## config.mk

```make
export PLATFORM = sky130hd
export DESIGN_NAME = mem_port_arbiter
export DESIGN_NICKNAME = d
export VERILOG_FILES = /design/src/rtl/mem_port_arbiter_pkg.sv /design/src/rtl/mem_port_arbiter_arb_rr2.sv /design/src/rtl/mem_port_arbiter.sv
export SDC_FILE = /design/constraint.sdc
export NUM_CORES = 1
export LEC_CHECK = 0
export CORE_MARGIN = 4
export CORE_UTILIZATION = 41
export DETAILED_ROUTE_END_ITERATION = 8
export PLACE_DENSITY_LB_ADDON = 0.3
export SETUP_SLACK_MARGIN = 0.3
export SYNTH_ARGS = -nofsm -noshare
export SYNTH_HDL_FRONTEND = slang
export SYNTH_SLANG_ARGS = --single-unit
```

## constraint.sdc

```tcl
create_clock -name clk -period 1.7 [get_ports clk]
set_input_delay 0.34 -clock clk [delete_from_list [all_inputs] [get_ports clk]]
set_output_delay 0.34 -clock clk [all_outputs]
set_load 0.01 [all_outputs]
```

## src/rtl/mem_port_arbiter_pkg.sv

```systemverilog
// Shared types and constants for the IFU/LSU memory port arbiter.
// Widths, FSM encodings and requester IDs.
package mem_port_arbiter_pkg;

    localparam int ADDR_WIDTH_DEF = 32;
    localparam int DATA_WIDTH_DEF = 32;
    localparam int MASK_WIDTH_DEF = DATA_WIDTH_DEF / 8;

    typedef enum logic [1:0] {
        IDLE  = 2'd0,
        ISSUE = 2'd1,
        WAIT  = 2'd2
    } arb_state_e;

    localparam logic REQ_IFU = 1'b0;
    localparam logic REQ_LSU = 1'b1;

endpackage

```

## src/rtl/mem_port_arbiter_arb_rr2.sv

```systemverilog
// Combinational 2-way round-robin pick between IFU and LSU.
// On contention the side that did not win last time is chosen.
module arb_rr2
    import mem_port_arbiter_pkg::*;
(
    input  logic       ifu_valid_i,
    input  logic       lsu_valid_i,
    input  logic       last_grant_i,
    output logic [1:0] gnt_o,
    output logic       win_o
);

    always_comb begin
        gnt_o = 2'b00;
        win_o = REQ_IFU;
        unique case (1'b1)
            (ifu_valid_i && lsu_valid_i): begin
                win_o = (last_grant_i == REQ_LSU) ? REQ_IFU : REQ_LSU;
                gnt_o = (win_o == REQ_IFU) ? 2'b01 : 2'b10;
            end
            (ifu_valid_i && !lsu_valid_i): begin
                win_o = REQ_IFU;
                gnt_o = 2'b01;
            end
            (!ifu_valid_i && lsu_valid_i): begin
                win_o = REQ_LSU;
                gnt_o = 2'b10;
            end
            default: ;
        endcase
    end

endmodule

```

## src/rtl/mem_port_arbiter.sv

```systemverilog
// Shares one memory port between fetch and load/store units,
// one outstanding transaction, responses routed to the issuer.
module mem_port_arbiter
    import mem_port_arbiter_pkg::*;
#(
    parameter int ADDR_WIDTH = ADDR_WIDTH_DEF,
    parameter int DATA_WIDTH = DATA_WIDTH_DEF,
    parameter int MASK_WIDTH = DATA_WIDTH / 8
) (
    input  logic                  clk,
    input  logic                  rst_n,
    input  logic                  ifu_req_valid,
    output logic                  ifu_req_ready,
    input  logic [ADDR_WIDTH-1:0] ifu_req_addr,
    output logic                  ifu_resp_valid,
    output logic [DATA_WIDTH-1:0] ifu_resp_data,
    input  logic                  lsu_req_valid,
    output logic                  lsu_req_ready,
    input  logic [ADDR_WIDTH-1:0] lsu_req_addr,
    input  logic                  lsu_req_wen,
    input  logic [DATA_WIDTH-1:0] lsu_req_wdata,
    input  logic [MASK_WIDTH-1:0] lsu_req_wmask,
    output logic                  lsu_resp_valid,
    output logic [DATA_WIDTH-1:0] lsu_resp_data,
    output logic                  mem_req_valid,
    input  logic                  mem_req_ready,
    output logic [ADDR_WIDTH-1:0] mem_req_addr,
    output logic                  mem_req_wen,
    output logic [DATA_WIDTH-1:0] mem_req_wdata,
    output logic [MASK_WIDTH-1:0] mem_req_wmask,
    input  logic                  mem_resp_valid,
    input  logic [DATA_WIDTH-1:0] mem_resp_data
);

    arb_state_e            state_q, state_d;
    logic                  last_q, owner_q;
    logic [ADDR_WIDTH-1:0] addr_q;
    logic                  wen_q;
    logic [DATA_WIDTH-1:0] wdata_q;
    logic [MASK_WIDTH-1:0] wmask_q;
    logic [DATA_WIDTH-1:0] ifu_rdata_q, lsu_rdata_q;
    logic                  ifu_rv_q, lsu_rv_q;

    logic [1:0] gnt;
    logic       win;
    logic       accept;
    logic       resp_hit;

    arb_rr2 u_arb (
        .ifu_valid_i  (ifu_req_valid),
        .lsu_valid_i  (lsu_req_valid),
        .last_grant_i (last_q),
        .gnt_o        (gnt),
        .win_o        (win)
    );

    assign accept   = (state_q == IDLE) && (|gnt);
    assign resp_hit = (state_q == WAIT) && mem_resp_valid;

    always_ff @(posedge clk or negedge rst_n) begin
        if (!rst_n) state_q <= IDLE;
        else        state_q <= state_d;
    end

    always_comb begin
        state_d = state_q;
        unique case (state_q)
            IDLE:    if (|gnt) state_d = ISSUE;
            ISSUE:   if (mem_req_ready) state_d = WAIT;
            WAIT:    if (mem_resp_valid) state_d = IDLE;
            default: state_d = IDLE;
        endcase
    end

    always_comb begin
        ifu_req_ready = (state_q == IDLE) && gnt[0];
        lsu_req_ready = (state_q == IDLE) && gnt[1];
        mem_req_valid = (state_q == ISSUE);
    end

    // Request fields, owner tracking and round-robin history
    always_ff @(posedge clk or negedge rst_n) begin
        if (!rst_n) begin
            last_q  <= REQ_LSU;
            owner_q <= REQ_IFU;
            addr_q  <= '0;
            wen_q   <= 1'b0;
            wdata_q <= '0;
            wmask_q <= '0;
        end else if (accept) begin
            owner_q <= win;
            if (ifu_req_valid && lsu_req_valid) last_q <= win;
            if (win == REQ_LSU) begin
                addr_q  <= lsu_req_addr;
                wen_q   <= lsu_req_wen;
                wdata_q <= lsu_req_wdata;
                wmask_q <= lsu_req_wmask;
            end else begin
                addr_q  <= ifu_req_addr;
                wen_q   <= 1'b0;
                wdata_q <= '0;
                wmask_q <= '0;
            end
        end
    end

    // Response return; stores report zero data
    always_ff @(posedge clk or negedge rst_n) begin
        if (!rst_n) begin
            ifu_rv_q    <= 1'b0;
            lsu_rv_q    <= 1'b0;
            ifu_rdata_q <= '0;
            lsu_rdata_q <= '0;
        end else begin
            ifu_rv_q <= resp_hit && (owner_q == REQ_IFU);
            lsu_rv_q <= resp_hit && (owner_q == REQ_LSU);
            if (resp_hit && owner_q == REQ_IFU) ifu_rdata_q <= mem_resp_data;
            if (resp_hit && owner_q == REQ_LSU)
                lsu_rdata_q <= wen_q ? '0 : mem_resp_data;
        end
    end

    assign ifu_resp_valid = ifu_rv_q;
    assign ifu_resp_data  = ifu_rdata_q;
    assign lsu_resp_valid = lsu_rv_q;
    assign lsu_resp_data  = lsu_rdata_q;
    assign mem_req_addr   = addr_q;
    assign mem_req_wen    = wen_q;
    assign mem_req_wdata  = wdata_q;
    assign mem_req_wmask  = wmask_q;

endmodule

```

==> results_dict.tcl <==
set metrics [dict create \
    run_status "complete, but fails checks" \
    failed_checks "negative setup slack" \
    timing.critical_path.slowest_cell_delay_ns 0.40 \
    most_common_library_cell_in_the_layout_ignoring_fill_and_taps "sky130_fd_sc_hd__dfrtp_1" \
    rsz0062_at_grt "yes" \
    nets 964 \
    number_of_global_route_vias_before_repair 5785 \
    regToRegEndpoint "ifu_resp_data[26]" \
    gpl.final_weighted_congestion 0.8559 \
    worst_hold_margin_ns 0.4348 \
    numPortBuffers 276 \
    p_comb_share_pct 47.5 \
    vias_per_cell 5.355 \
    drt-total-wl_um 21410 \
    drv_slew 0 \
    setup.worst_path.end_class "output port" \
    remaining_drc_errors 0 \
    vdd_ir_drop_max_v 0.001042 \
    dp_hpwl_um 12490 \
    clock_power_share_pct 21.5 \
    final.period_utilization_pct 102.5 \
    worst_slew_pin_slew_ns 0.4347 \
    yosys.cell_types.count 28 \
    achievable-frequency_mhz 573.9 \
    timing.critical_path.fanout_max 3 \
    pwr_density_cell_mw_per_mm2 1846 \
    worst_slew_margin_rel_pct 71.02 \
    finalWorstSetupSlack_ns -0.04233 \
    power_frac_seq_pct 31.0 \
    first_pass_grt_wire_length_um 32010 \
    netSwitchingFraction_pct 34.75 \
    tritoncts.num_buffers 17 \
    maxCapViolations 0 \
    clock_path_buffers 2 \
    core_area_sq_mm 0.01345 \
    area.growth.synth_to_final_pct 73.42 \
    avgSynthCellArea_sq_um 11.57 \
    net_count_of_the_mapped_netlist 632 \
    die_w_um 126.0 \
    worstPathArrival_ns 1.40 \
    required_ns 1.36 \
    critical_path.slowest_cell "sky130_fd_sc_hd__dfrtp_1" \
    timing.critical_path.from_type "flip-flop" \
    gr-total-overflow 0 \
    period_minus_slack_ns 1.742 \
    r2r_setup_slack_ns 0 \
    syn_inst 493 \
    cts_tree "yes" \
    grt_util_all_layers_pct 25.97 \
    path_clk_slew_ns 0.06 \
    drt_pre_antenna_iters 5 \
    detailroute.via_count 5435 \
    design.portCount 277 \
    cts_htree_levels 4 \
    power_spent_charging_and_discharging_nets_w 0.006344 \
    finClkSkew_ns 0.006192 \
    die_h_um 126.0 \
    p_int_w 0.01191 \
    reg2reg_from "state_q[0]" \
    drt_first_iter_violations 405 \
    sequential_share_of_the_synthesized_area_pct 61.00 \
    crit_path_cell_trace "nor2_4, buf_6, and3_4, buf_6" \
    path_common_cell "sky130_fd_sc_hd__buf_6" \
    clock_sink_count 139 \
    drive_above_1_share_pct 34.84 \
    power.static_leakage_nw 4.589 \
    row_count 42 \
    final_cell_mix "sky130_fd_sc_hd__dfrtp_1 (138), sky130_fd_sc_hd__clkdlybuf4s50_1 (137), sky130_fd_sc_hd__nand2_1 (97)" \
    routed_wire_length_per_instance_um 21.09 \
    finalSetupViolCount 4 \
    timing.reg2reg.worst_path_depth 5 \
    yosys_warnings 0 \
    initial_utilization_pct 42.40 \
    latest_clock_arrival_within_the_worst_skew_pair_ns 0.42 \
    report.power.total_w 0.01826 \
    hold_path_class "primary input to asynchronous set/reset pin" \
    hold_viol_final 0 \
    grt_max_degree 66 \
    ys_ff_latch 139 \
    grt_antenna_before_repair 1 \
    cts-root-buf "sky130_fd_sc_hd__clkbuf_16" \
    post_synth_instance_area_sq_mm 0.005704 \
    worst-setup-path-type "flip-flop to output port" \
    fp.dieArea_sq_mm 0.01586 \
    antenna_nets_post_route 0 \
]
==> metal layers <==
metal  track usage, %  vias to the layer above  wire length (um)
li1                 -                     2403                 -
met1            31.58                     2663              8111
met2            43.44                      322             10790
met3            7.367                       47              1881
met4            10.98                        0               622
met5                0                        -                 0
==> registers in the layout, summed over array words and instances, names as in the netlist <==
register and count:
mem_req_wen 1, last_q 1, lsu_resp_data 32, ifu_resp_data 32, owner_q 1, mem_req_wdata 32, mem_req_wmask 4, mem_req_addr 32
state_q 2, ifu_resp_valid 1, lsu_resp_valid 1
==> timing repair <==
item | CTS | global route
endpoints found under the setup margin | 242 | 235
endpoints found under the hold margin | 40 | 0
pin swaps | 21 | 8
cloned | 17 | 5
hold buffers | 1 | 0
gates resized for setup | 410 | 137
buffers inserted | 13 | 16
==> how the worst max path moves through the flow <==
stage                       start           endpoint  cells past startpoint
finish                 state_q[0]      ifu_req_ready                      4
global route           state_q[0]      ifu_req_ready                      4
CTS                    state_q[0]      ifu_req_ready                      4
detailed placement  ifu_req_valid      lsu_req_ready                      4
global placement    ifu_req_valid      lsu_req_ready                      4
floorplan                  last_q  mem_req_wdata[13]                      5
==> layout make-up <==
| class | count | area [sq um] |
|---|---|---|
| Fill cell | 926 | 3561 |
| Sequential cell | 139 | 3480 |
| Timing Repair Buffer | 348 | 3339 |
| Multi-Input combinational cell | 316 | 2212 |
| Clock buffer | 21 | 460.4 |
| Tap cell | 176 | 220.2 |
| Clock inverter | 11 | 166.4 |
| Inverter | 3 | 11.26 |
| Antenna cell | 1 | 2.502 |
==> stage by stage <==
step / setup slack [ns] / utilization (%) / area [sq um] / setup TNS, ns / std cells
after floorplan: 0.3065 / - / 5704 / 0 / 493
after global placement: -0.3183 / 64.76 / 8712 / -9.626 / 930
after detailed placement: -0.3254 / 64.76 / 8712 / -14.03 / 930
after CTS: -0.05604 / 74.98 / 10090 / -0.07568 / 993
after global routing: -0.08795 / 73.53 / 9892 / -0.7637 / 1015
final: -0.04233 / 73.53 / 9892 / -0.05517 / 1015
==> critical path, delay by kind of cell (launching register included) <==
family / cells / cell delay (ns)
DFF: 1 / 0.40
and+or+nand+nor: 2 / 0.37
buffers and inverters: 2 / 0.22
==> power groups by stage <==
stage                     clock (W)  combinational [W]  sequential (W)
final                       0.00392            0.00867         0.00566
after global routing        0.00414            0.00920         0.00582
after CTS                   0.00398            0.00845         0.00564
after detailed placement          0            0.00737         0.00565
after global placement            0            0.00721         0.00557
after floorplan                   0            0.00260         0.00624
==> synth_stat cells (all sizes together) <==
master | count | area (sq um)
a31oi | 32 | 262.8
a22o | 38 | 332.8
a21boi | 1 | 7.510
a21oi | 32 | 160.2
nand2b | 34 | 212.7
nand4b | 1 | 8.760
nor2 | 2 | 15.01
clkbuf | 14 | 52.55
o21ai | 33 | 165.2
buf | 25 | 195.2
inv | 3 | 11.26
a21bo | 1 | 10.01
mux2 | 32 | 360.3
and3 | 3 | 18.77
dfstp | 1 | 26.28
o21bai | 1 | 7.510
nand2 | 98 | 367.9
or2 | 1 | 6.260
xor2 | 1 | 8.760
and2 | 1 | 8.760
and4bb | 1 | 12.51
dfrtp | 138 | 3453
==> cells by family (layout without fill, tap and decap cells) <==
kind of cell           after synthesis  in the layout  synth area share, %
AND/OR/NAND/NOR                    141            145                11.41
flip-flops                         139            139                61.00
AO/OA/AOI/OAI                      138            138                16.58
buffers and inverters               42            383                4.540
multiplexers                        32             32                6.317
XOR/XNOR                             1              1               0.1536
other                                0              1                    0
Note: power is estimated with default switching activity, not from simulation.
